[config.mk]
export PLATFORM = sky130hd
export DESIGN_NAME = mult_div_unit
export DESIGN_NICKNAME = d
export VERILOG_FILES = /design/src/rtl/mult_div_unit.sv
export SDC_FILE = /design/constraint.sdc
export NUM_CORES = 1
export LEC_CHECK = 0
export ABC_CLOCK_PERIOD_IN_PS = 3900
export CORE_MARGIN = 5
export CORE_UTILIZATION = 40
export DETAILED_ROUTE_END_ITERATION = 12
export SYNTH_ARGS = -nofsm -noshare
export SYNTH_HDL_FRONTEND = slang
export SYNTH_SLANG_ARGS = --single-unit
[constraint.sdc]
create_clock -name clk -period 3.9 [get_ports clk]
set_input_delay 0.585 -clock clk [delete_from_list [all_inputs] [get_ports clk]]
set_output_delay 0.585 -clock clk [all_outputs]
set_load 0.02 [all_outputs]
[src/rtl/mult_div_unit.sv]
// mult_div_unit: iterative MULT/MULTU/DIV/DIVU engine that owns the HI/LO registers.
// One result bit per cycle; the pipeline is held through stall_req while busy.
`default_nettype none

module mult_div_unit #(
    parameter int DATA_WIDTH = 32
) (
    input  logic                  clk,
    input  logic                  rst,
    input  logic                  start,
    input  logic [5:0]            funct,
    input  logic [DATA_WIDTH-1:0] operand_1,
    input  logic [DATA_WIDTH-1:0] operand_2,
    input  logic                  flush,
    output logic                  stall_req,
    output logic                  done,
    output logic [DATA_WIDTH-1:0] hi,
    output logic [DATA_WIDTH-1:0] lo
);

    localparam int W  = DATA_WIDTH;
    localparam int CW = $clog2(DATA_WIDTH);
    localparam logic [CW-1:0] LAST_CNT = CW'(W - 1);
    localparam logic [5:0]    F_MTHI   = 6'h11;
    localparam logic [5:0]    F_MTLO   = 6'h13;

    typedef enum logic [1:0] {S_IDLE, S_CALC, S_FIX, S_DONE} state_t;

    state_t          state_q, state_d;
    logic [CW-1:0]   cnt_q, cnt_d;
    logic [2*W-1:0]  acc_q, acc_d;
    logic [W-1:0]    b_q, b_d;
    logic [W-1:0]    a_q, a_d;
    logic            div_q, div_d;
    logic            neg_res_q, neg_res_d;
    logic            neg_rem_q, neg_rem_d;
    logic [W-1:0]    hi_q, hi_d;
    logic [W-1:0]    lo_q, lo_d;

    logic            w_ready, w_md, w_accept, w_mt_hi, w_mt_lo;
    logic            w_a_neg, w_b_neg;
    logic [W-1:0]    w_a_mag, w_b_mag, w_addend;
    logic [W:0]      w_mul_sum, w_rem_sh, w_diff;
    logic            w_qbit;
    logic [2*W-1:0]  w_mul_next, w_div_next, w_prod;
    logic [W-1:0]    w_quo, w_rem;

    assign w_ready  = (state_q == S_IDLE) || (state_q == S_DONE);
    assign w_md     = (funct[5:2] == 4'b0110);
    assign w_accept = start && !flush && w_ready && w_md;
    assign w_mt_hi  = start && !flush && w_ready && (funct == F_MTHI);
    assign w_mt_lo  = start && !flush && w_ready && (funct == F_MTLO);

    // funct[0] clear marks the signed variants (MULT, DIV)
    assign w_a_neg = !funct[0] && operand_1[W-1];
    assign w_b_neg = !funct[0] && operand_2[W-1];
    assign w_a_mag = w_a_neg ? -operand_1 : operand_1;
    assign w_b_mag = w_b_neg ? -operand_2 : operand_2;

    // Multiply: multiplier sits in the low half and shifts out as the product shifts in
    assign w_addend   = acc_q[0] ? b_q : {W{1'b0}};
    assign w_mul_sum  = {1'b0, acc_q[2*W-1:W]} + {1'b0, w_addend};
    assign w_mul_next = {w_mul_sum, acc_q[W-1:1]};

    // Restoring divide: remainder in the high half, quotient bits enter at the bottom
    assign w_rem_sh   = {acc_q[2*W-1:W], acc_q[W-1]};
    assign w_diff     = w_rem_sh - {1'b0, b_q};
    assign w_qbit     = !w_diff[W];
    assign w_div_next = {(w_qbit ? w_diff[W-1:0] : w_rem_sh[W-1:0]), acc_q[W-2:0], w_qbit};

    assign w_prod = neg_res_q ? -acc_q : acc_q;
    assign w_quo  = neg_res_q ? -acc_q[W-1:0] : acc_q[W-1:0];
    assign w_rem  = neg_rem_q ? -acc_q[2*W-1:W] : acc_q[2*W-1:W];

    always_comb begin
        state_d   = state_q;
        cnt_d     = cnt_q;
        acc_d     = acc_q;
        b_d       = b_q;
        a_d       = a_q;
        div_d     = div_q;
        neg_res_d = neg_res_q;
        neg_rem_d = neg_rem_q;
        hi_d      = hi_q;
        lo_d      = lo_q;
        case (state_q)
            S_IDLE, S_DONE: begin
                state_d = S_IDLE;
                if (w_accept) begin
                    state_d   = S_CALC;
                    cnt_d     = '0;
                    acc_d     = {{W{1'b0}}, w_a_mag};
                    b_d       = w_b_mag;
                    a_d       = operand_1;
                    div_d     = funct[1];
                    neg_res_d = w_a_neg ^ w_b_neg;
                    neg_rem_d = w_a_neg;
                end else if (w_mt_hi) begin
                    hi_d = operand_1;
                end else if (w_mt_lo) begin
                    lo_d = operand_1;
                end
            end
            S_CALC: begin
                if (flush) begin
                    state_d = S_IDLE;
                end else begin
                    acc_d = div_q ? w_div_next : w_mul_next;
                    cnt_d = cnt_q + CW'(1);
                    if (cnt_q == LAST_CNT) state_d = S_FIX;
                end
            end
            S_FIX: begin
                if (flush) begin
                    state_d = S_IDLE;
                end else begin
                    state_d = S_DONE;
                    if (!div_q) begin
                        {hi_d, lo_d} = w_prod;
                    end else if (b_q == '0) begin
                        lo_d = '1;
                        hi_d = a_q;
                    end else begin
                        lo_d = w_quo;
                        hi_d = w_rem;
                    end
                end
            end
            default: state_d = S_IDLE;
        endcase
    end

    always_ff @(posedge clk or negedge rst) begin
        if (!rst) begin
            state_q   <= S_IDLE;
            cnt_q     <= '0;
            acc_q     <= '0;
            b_q       <= '0;
            a_q       <= '0;
            div_q     <= 1'b0;
            neg_res_q <= 1'b0;
            neg_rem_q <= 1'b0;
            hi_q      <= '0;
            lo_q      <= '0;
        end else begin
            state_q   <= state_d;
            cnt_q     <= cnt_d;
            acc_q     <= acc_d;
            b_q       <= b_d;
            a_q       <= a_d;
            div_q     <= div_d;
            neg_res_q <= neg_res_d;
            neg_rem_q <= neg_rem_d;
            hi_q      <= hi_d;
            lo_q      <= lo_d;
        end
    end

    assign stall_req = w_accept || (state_q == S_CALC) || (state_q == S_FIX);
    assign done      = (state_q == S_DONE);
    assign hi        = hi_q;
    assign lo        = lo_q;

endmodule

`default_nettype wire

==> metrics.md, run 1 <==
| Metric | Value |
|---|---|
| Hold buffers post-CTS | 0 |
| Worst path most repeated cell | or4_1 |
| Die extent in x | between 200 and 250 um |
| Final WL | 63.8 mm |
| CTS root buffer | clkbuf_16 |
| GRT Residual Overflow | 0 |
| Crit path capture type | flip-flop |
| Die Span Y | 216 um |
| DR vias | 17300 |
| Dpl hpwl | 47.8 mm |
| FILL cells | 4201 |
| Clk buf depth | 3 |
| WP data arrival | a little over 4 ns |
| H-tree level count | 1 |
| Core Rows | between 70 and 80 |
| Final #Nets | between 2000 and 2500 |
| Multi-input gate area | ~0.011 mm2 |
| YS warnings | 0 |
| Synth Area per Inst | around 7.7 um2 |
| Final std cells w/o fill | around 2900 |
| Post-Syn Area | 0.0170 mm2 |
| Final Cycle Share | between 90% and 100% |
| Crit-path max FO | 7 |
| Seq/Total Area, Yosys | between 20 and 30% |
| Die Area | 0.0467 mm2 |
| CP bufs+invs | 1 |
| Synth-to-Final Area Change | 18.9% |
| TritonCTS Buffers | 25 |
| Vias in the first global route | 17000 |
| Final Critical Period | 3.67 ns |
| Post-Synthesis Cells | between 2000 and 2500 |
| DRT antenna net count | 0 |
| HP Class | primary input to async pin |
| First drt pass iteration count | 5 |
| Cell taking the most area after synthesis | dfrtp_1 |
| Final hold viol count | 0 |
| Critical Path RT | 4.33 ns |
| Core area | about 0.042 mm2 |
| Starting DRT DRC Count | around 1500 |
| Slew HR | between 10% and 20% |
| Antenna diode count | 0 |
| # DRC | 0 |
| Worst slew pin tran | 1.21 ns |
| Crit Path Class | flip-flop to flip-flop |
| Clk_lat worst skew | between 0.5 and 0.6 ns |
| Final TNS setup | 0 ns |
| Worst-path clk slew | ~0.060 ns |
| Final Max Tran Viols | 0 |
| CP max stage cell | or4_1 |
| Peak Freq | around 270 MHz |
| Via density | 5.98 |
| Crit-path max cell delay | between 0.5 and 0.6 ns |
| Maxcap violations | 0 |
| Number of flops mapped to enable cells by yosys | 0 |
| Yosys cell types | 82 |
| Status | finished, final reports clean |
| I/O pin count | between 100 and 150 |
| Yosys top cell area share | between 20% and 30% |
| Peak VDD IR | about 0.00033 V |
| Largest net degree at the start of global routing | 82 |
| Leak pwr | between 9 and 10 nW |
| Power, Total | ~8 mW |
| Synth area leaders | dfrtp_1 (30%), o21ai_0 (8.4%), nand2_1 (7.9%) |
| Total Routing Usage GR | 26.4% |
| Starting density of the core | between 40% and 50% |
| Placed cells | ~2800 |
| Sequential cell area | 0.00506 mm2 |
| WL/cell | between 20 and 25 um |
| Number of port buffers | ~140 |
| Critical-path cell list | inv_1 -> ha_1 -> or3b_2 -> or4_1 -> or4_1 -> nand2_1 -> xor2_1 -> a21oi_1 -> a31o_2 -> a31oi_1 -> o21ai_0 |
| Top cells by count, synth | nand2_1 (356), o21ai_0 (286), dfrtp_1 (202) |
| Most common cell in the netlist | nand2_1 |
| Cell area power density | about 410 mW/mm2 |
| Setup bufs post-CTS | 0 |
| Top delay family on crit path | simple AND/OR/NAND/NOR gates |
| Net Count, Synth | between 2000 and 2500 |
| Fraction of registers with async set/reset | 100% |
| Setup violators final | 0 |
| Ys flop type | dfrtp_1 |
| Share of cells above drive strength 1 | slightly above 8% |
| CTS tree | built |
| CP Depth | 11 |
| Clock skew | about 0.023 ns |
| CTS sink cnt | 202 |
| Yosys reg bits | ~200 |
| RD Place Congestion | between 0.9 and 1 |
| Initial antenna violation count | 0 |
| RSZ-0062 raised after global routing | no |
| First-pass GRT wire length | slightly below 100 mm |
| Post-CTS resize count | 0 |
| CP startpoint kind | flip-flop |
| R2R depth | 11 |
-- final cells by class --
type,count,area share (%)
multi-input combinational,1790,55.1
sequential,202,25.0
timing repair buffer,242,10.9
clock buffer,32,3.52
tap,539,3.34
inverter,68,1.26
clock inverter,13,0.892
-- worst paths after layout --
kind,startpoint,end,slack [ns]
hold reg to reg,lo[12],lo[12],0.47
hold / removal,rst,hi[11],0.04
min in group clk,lo[12],lo[12],0.47
setup / recovery,acc_q[33],hi[26],0.23
setup reg to reg,acc_q[33],hi[26],0.23
max in group asynchronous,rst,lo[0],2.70
-- layer usage --
layer / track usage (%) / share of wire [%] / up-vias
met5: 0 / 0 / -
met4: 9.96 / 4.3 / 0
li1: - / - / 8148
met3: 3.13 / 6.6 / 145
met2: 44.7 / 47 / 736
met1: 34.8 / 42 / 8232
-- flip-flops by register name, indices dropped and copies added, names as in the netlist --
register / count
cnt_q: 5
a_q: 32
neg_rem_q: 1
hi: 32
lo: 32
neg_res_q: 1
div_q: 1
acc_q: 64
b_q: 32
state_q: 2
-- per-stage QoR --
step	hold WS (ns)	cell area [um2]	util, %	setup slack (ns)
final	0.0369	20200	48.2	0.228
after global placement	0.455	19300	46.0	0.0678
after global routing	0.0999	20200	48.2	0.0241
after floorplan	0.289	17000	-	0.502
after CTS	0.0872	20200	48.1	0.202
after detailed placement	0.458	19300	46.0	0.0692
-- cell usage in the layout (no fill, tap or decap), types with 33 or more instances in the layout --
cell type        netlist  routed
a21o_1                33      33
a21oi_1              141     141
and3_1                40      40
buf_4                  0     101
clkdlybuf4s50_1        0     138
dfrtp_1              202     201
ha_1                  73      71
inv_1                 66      66
mux2i_1               59      59
nand2_1              356     356
nor2_1               139     138
o21ai_0              286     286
xnor2_1              120     120
xor2_1                66      66
-- power breakdown --
group	leakage [nW]	total, mW	internal (mW)	switching, mW
clock	0.450	2.59	1.55	1.03
sequential	2.66	2.81	2.44	0.373
combinational	6.01	2.80	1.17	1.64
-- cells by family (layout without fill, tap and decap cells) --
group,Yosys count,count (layout),share of synthesized area (%)
muxes,63,63,3.74
DFF,202,202,29.7
AOI/OAI and AO/OA,709,709,25.6
and+or+nand+nor,757,757,20.7
adders and majority gates,75,75,5.61
xor gates and xnor gates,186,186,9.59
buffers and inverters,223,355,5.03
No activity file was read; power rests on OpenSTA's default activity.
==> run 2, diff against run 1 <==
- ABC_CLOCK_PERIOD_IN_PS: 3900 -> 4600
- CORE_ASPECT_RATIO: not set -> 0.6
- CORE_UTILIZATION: 40 -> 55
- PLACE_DENSITY: not set -> 0.76
- clock period: 3.9 -> 4.6 ns (I/O delays scaled with it)
==> metrics.md, run 2 (synthesis results as in run 1) <==
| Metric | Value |
|---|---|
| Core Rows | 49 (-35%) |
| DRT antenna net count | 0 (unchanged) |
| Clock share of power | 28.8% (-2.7 points) |
| Final Cycle Share | 92.7% (-1.4 points) |
| Die Area | 0.0346 mm2 (-26%) |
| Critical Path RT | 5.05 ns (+0.72 ns) |
| Peak Freq | 234 MHz (-14%) |
| WL/cell | 22.1 um (about the same) |
| Crit-path max FO | 11 (+4) |
| Met1 Use GR | 51.0% (+16 points) |
| CTS root buffer | clkbuf_16 |
| Switching share of power | 38.1% (+1.1 points) |
| Via density | 6.55 (+9.5%) |
| Peak VDD IR | 0.000310 V (-5.0%) |
| Status | finished, final reports clean |
| Clk buf depth | 3 (unchanged) |
| GRT Residual Overflow | 0 (unchanged) |
| # DRC | 0 (unchanged) |
| Slew HR | 26.1% (+7.2 points) |
| Synth-to-Final Area Change | 14.6% |
| Most common library cell in the layout ignoring fill and taps | nand2_1 |
| Final WL | 59.6 mm (-6.6%) |
| Maxcap violations | 0 (unchanged) |
| Hold buffers post-CTS | 0 (unchanged) |
| Starting DRT DRC Count | 2267 (+54%) |
| Final Critical Period | 4.27 ns (+0.594 ns) |
| Antenna diode count | 0 (unchanged) |
| Net Sw Power | 2.55 mW (-16%) |
| Clock skew | 0.0166 ns (-0.00610 ns) |
| Largest net degree at the start of global routing | 105 (+28%) |
| DR vias | 17700 (+2.3%) |
| Final #Nets | 2420 (-2.3%) |
| I/O pin count | 140 (unchanged) |
| Leak pwr | 8.76 nW (-4.0%) |
| CTS tree | built |
| Final hold viol count | 0 (unchanged) |
| CTS sink cnt | 202 (unchanged) |
| Sequential power share | 36.6% (+2.3 points) |
| Int Pwr | 4.13 mW (-20%) |
| RD Place Congestion | 0.998 (+5.9%) |
| Die Span Y | 146 um (-32%) |
| Die extent in x | 237 um (+9.6%) |
| Initial antenna violation count | 0 (unchanged) |
| Share of cells above drive strength 1 | 5.82% (-2.5 points) |
| Worst slew pin tran | 1.10 ns (-0.108 ns) |
| First-pass GRT wire length | 92.3 mm (-6.8%) |
| Power, Total | 6.68 mW (-19%) |
| First drt pass iteration count | 6 (+1) |
| Final TNS setup | 0 ns (unchanged) |
| Starting density of the core | 56.2% (+16 points) |
| RSZ-0062 raised after global routing | no |
| Total Routing Usage GR | 32.6% (+6.2 points) |
| M2 GR Usage | 43.2% (-1.5 points) |
| Gr busiest metal | met1 |
| Cell area power density | 343 mW/mm2 (-16%) |
| WP data arrival | 4.72 ns (+0.62 ns) |
| TritonCTS Buffers | 22 (-12%) |
| Vias in the first global route | 15900 (-6.0%) |
| CP startpoint kind | flip-flop |
| Clk_lat worst skew | 0.54 ns (-0.03 ns) |
| Core area | 0.0302 mm2 (-28%) |
| Routing usage on met3 | 11.0% (+7.8 points) |
| Largest Register | acc_q |
| Logic gate share of total power | 34.7% (+0.5 points) |
| Post-CTS resize count | 0 (unchanged) |
| Max reg flops | 64 (unchanged) |
| Crit path capture type | flip-flop |
| H-tree level count | 1 (unchanged) |
| Setup violators final | 0 (unchanged) |
| Worst-path clk slew | 0.07 ns (about the same) |
| Final Max Tran Viols | 0 (unchanged) |
| R2R depth | 13 (+2) |
| Setup bufs post-CTS | 0 (unchanged) |
| Crit Path Class | flip-flop to flip-flop |
| Dpl hpwl | 43.6 mm (-8.8%) |
| HP Class | primary input to async pin |
| Commonest non-fill, non-tap cells in the layout | nand2_1 (356), o21ai_0 (286), dfrtp_1 (200), a21oi_1 (141) |
| FILL cells | 2614 (-38%) |
| Number of port buffers | 139 (unchanged) |
-- run 2: path summary, 6_finish.rpt --
check | start | end | slack, ns
max in group asynchronous | rst | b_q[3] | 3.26
hold / removal | rst | acc_q[51] | 0.18
setup / recovery | acc_q[0] | acc_q[63] | 0.33
setup reg to reg | acc_q[0] | acc_q[63] | 0.33
min in group clk | a_q[9] | a_q[9] | 0.48
hold reg to reg | a_q[9] | a_q[9] | 0.48
-- run 2: area by class of cell --
type / instances / area, um2 / area share [%]
Multi-Input combinational cell: 1790 / 11100 / 57.1
Sequential cell: 202 / 5060 / 26.0
Timing Repair Buffer: 187 / 1770 / 9.08
Clock buffer: 28 / 603 / 3.10
Tap cell: 408 / 510 / 2.62
Inverter: 68 / 255 / 1.31
Clock inverter: 11 / 154 / 0.790
-- run 2: per-stage QoR --
step / cell area, um2 / util (%) / hold WS, ns / std cells / setup WS [ns]
detailed placement: 18700 / 61.9 / 0.458 / 2655 / 0.666
floorplan: 17000 / - / 0.394 / 2215 / 1.20
global placement: 18700 / 61.9 / 0.454 / 2655 / 0.717
CTS: 19500 / 64.4 / 0.270 / 2694 / 0.646
finish: 19500 / 64.4 / 0.181 / 2694 / 0.334
global route: 19500 / 64.4 / 0.286 / 2694 / 0.269
-- run 2: per-layer routing --
layer,vias up,routed length [um]
met3,113,8430
li1,8055,-
met4,0,1340
met2,1114,23000
met5,-,0
met1,8368,26800
-- run 2: power by group through the flow --
stage | Clock [mW] | Combinational [mW] | Sequential (mW)
4_1_cts | 1.93 | 2.26 | 2.43
2_1_floorplan | 0 | 1.45 | 2.40
6_report | 1.92 | 2.32 | 2.44
3_3_place_gp | 0 | 2.21 | 2.45
3_5_place_dp | 0 | 2.25 | 2.46
5_1_grt | 2.01 | 2.51 | 2.48
-- run 2: worst max-delay path, cell delays in order, from the launching register on --
cell,delay [ns]
dfrtp_1,0.46
inv_1,0.42
buf_4,0.28
nor2_1,0.07
ha_1,0.49
nand4_1,0.23
a211oi_1,0.25
o21ai_0,0.27
a21oi_1,0.47
nor2_1,0.13
o21a_1,0.28
o221ai_1,0.37
o311ai_0,0.24
o21ai_0,0.21
==> RTL edit (flow settings as in run 2) <==
`hi_q` no longer has a reset.
--- a/src/rtl/mult_div_unit.sv
+++ b/src/rtl/mult_div_unit.sv
@@ -142,3 +142,2 @@
             neg_rem_q <= 1'b0;
-            hi_q      <= '0;
             lo_q      <= '0;
@@ -153,5 +152,8 @@
             neg_rem_q <= neg_rem_d;
-            hi_q      <= hi_d;
             lo_q      <= lo_d;
         end
+    end
+
+    always_ff @(posedge clk) begin
+        hi_q <= hi_d;
     end
Check against the original RTL: not equivalent (Yosys sat finds a counterexample within 4 cycles, from zero or initial values and one cycle with rst low).
==> RTL edit against run 2 <==
- area after synthesis shrank 4.5%
- worst setup slack worse by 1.8 ps
- via count is 9.0% lower
- clock skew is 2.6 ps lower
- wire length fell by 11%
- cell area is 3.5% lower
- sequential cell count unchanged
- total power down 12%
- hold slack got worse by 1.4 ps
- sequential share of layout area up 1.8 points
==> RTL edit: results (changes against run 2) <==
----------------------------------------------------
[Detailed routing]
  Iteration count of the initial detailed-routing pass ... 6 (unchanged)
  Via count ... 16,069 (-9.0%)
  Overall routed net length ... 53.3 mm (-11%)
  Via/cell ratio ... 6.36 (-2.9%)
  Drt first-iter violations ... 2,311 (+1.9%)

[Setup path]
  Peak per-stage delay on the critical path ... 550 ps (+60 ps)
  Arrival @ worst endpoint ... 4620 ps (-100 ps)
  Cell with the largest stage delay on the worst path ... a211oi_1
  Top delay family on crit path ... compound AO/OA/AOI/OAI gates
  Highest net fanout along the worst path ... 24 (+13)

[Layout]
  Biggest register ... acc_q
  Inserted Diodes ... 0 (unchanged)
  Final net count ... 2,259 (-6.7%)
  Share of post-route cells with drive strength above 1 ... 4.89% (-0.93 points)
  Filler instances ... 2,486 (-4.9%)
  Max reg flops ... 64 (unchanged)

[Clock tree]
  Post-CTS clock slew at the launch and capture registers of the worst setup and hold paths ... 70 ps (about the same)
  Post-cts resize count ... 0 (unchanged)
  Quantity of hold-fixing buffers added after cts ... 0 (unchanged)
  Clk buf depth ... 3 (unchanged)
  Root buf cell ... clkbuf_16
  CTS H-Tree Depth ... 1 (unchanged)
  Post-CTS Setup Repair Bufs ... 0 (unchanged)
  Number of buffers created by CTS ... 22 (unchanged)
  Clk Latency, worst-skew pair ... 540 ps (about the same)

[Global routing]
  Via count of the first global-routing pass ... 14,800 (-7.1%)
  Initial antenna violation count ... 1 (+1)
  Wire length of the first global-routing pass ... 84.0 mm (-9.1%)
  Pin count of the biggest net entering global routing ... 99 (-5.7%)
  All-layer global routing usage ... 31.4% (-1.2 points)

[Synth]
  Synth Net Count ... 2,191 (-7.3%)
  Leading post-synthesis cells by cell area ... dfrtp_1 (26%), o21ai_0 (7.9%), nand2_1 (7.5%)
  Count of yosys warnings during synthesis ... 0 (unchanged)
  Post-synth top cells ... nand2_1 (326), o21ai_0 (257), dfrtp_1 (170)
  Count of unique library cells instantiated by Yosys ... 73 (-11%)
  Average size of a mapped cell ... 7.95 sq um (+3.6%)
  Synth async-reset ratio ... 84.2% (-16 points)
  Sequential share of the synthesized area ... 32.1% (+2.4 points)
  EDFF count, synth ... 32 (+32)

[Place]
  Post-Place Worst Slack ... 598 ps (-68.2 ps)
  Sum of net half-perimeters after detailed placement ... 39.7 mm (-8.8%)
  Cell count after placement ... 2,486 (-6.4%)
  Routability cong. ... 0.980 (-1.9%)
  Input/output buffers ... 139 (unchanged)

[Power and ir drop]
  Static leakage ... 8.03 nW (-8.3%)
  Peak supply drop ... 0.250 mV (-19%)

[Worst hold path]
  Min-delay worst type ... input port to asynchronous set/reset pin

[STA]
  Skew final ... 14.0 ps (-2.60 ps)
  Relative max-transition margin ... 27.3% (+1.2 points)

[Run status]
  Result of the run ... finished clean

----------------------------------------------------
RTL edit: changes by cell type in the layout (fill, tap and decap cells not counted), moves of 22 or more:
cell      change
nand2_1      -31
a21oi_1      -50
o21ai_0      -30
edfxtp_1     +32
o211ai_1     +22
and3_1       -31
dfrtp_1      -31
RTL edit: layout make-up:
| cell class | instances | area, sq um | share of cell area, % |
|---|---|---|---|
| clock buffers | 35 | 683 | 3.64 |
| inverters | 76 | 285 | 1.52 |
| repair buffers | 184 | 1770 | 9.41 |
| clock inverters | 5 | 77.6 | 0.413 |
| well taps | 400 | 500 | 2.66 |
| flip-flops and latches | 202 | 5220 | 27.8 |
| multi-input cells | 1624 | 10300 | 54.6 |
RTL edit: path summary, 6_finish.rpt:
check / startpoint / end / slack (ps) / cells past startpoint
setup / recovery: acc_q[0]$_DFFE_PN0P_ / acc_q[61]$_DFFE_PN0P_ / 330 / 15
min in group clk: a_q[19]$_DFFE_PN0P_ / a_q[19]$_DFFE_PN0P_ / 470 / 2
max in group asynchronous: rst / lo[30]$_DFFE_PN0P_ / 3400 / 2
hold / removal: rst / acc_q[45]$_DFFE_PN0P_ / 180 / 1
setup reg to reg: acc_q[0]$_DFFE_PN0P_ / acc_q[61]$_DFFE_PN0P_ / 330 / 15
hold reg to reg: a_q[19]$_DFFE_PN0P_ / a_q[19]$_DFFE_PN0P_ / 470 / 2
RTL edit: report_power, final:
group	internal, mW	total [mW]	switching, mW	leakage, nW
Sequential	2.04	2.36	0.312	2.53
Combinational	0.681	1.64	0.960	5.13
Clock	1.13	1.91	0.776	0.368
RTL edit: per-stage QoR:
| step | utilization [%] | cell area (sq um) | power (mW) |
|---|---|---|---|
| global placement | 62.3 | 18000 | 3.94 |
| finish | 64.9 | 18800 | 5.91 |
| global route | 64.9 | 18800 | 6.18 |
| CTS | 64.9 | 18800 | 5.88 |
| floorplan | - | 16200 | 3.40 |
| detailed placement | 62.3 | 18000 | 3.98 |
RTL edit: logic make-up after synthesis:
| group | count (synthesis) | share of synthesized area [%] |
|---|---|---|
| and+or+nand+nor | 663 | 18.4 |
| AOI/OAI and AO/OA | 618 | 23.5 |
| buffers and inverters | 216 | 5.04 |
| DFF | 202 | 32.1 |
| xor gates and xnor gates | 197 | 10.6 |
| adders and majority gates | 75 | 5.87 |
| muxes | 71 | 4.42 |
RTL edit: per-layer routing:
layer / vias up / share of wire [%] / GRT usage (%)
li1: 7416 / - / -
met1: 7608 / 47 / 51.4
met2: 962 / 39 / 42.5
met3: 81 / 12 / 7.19
met4: 2 / 1.6 / 4.29
met5: - / 0.024 / 0
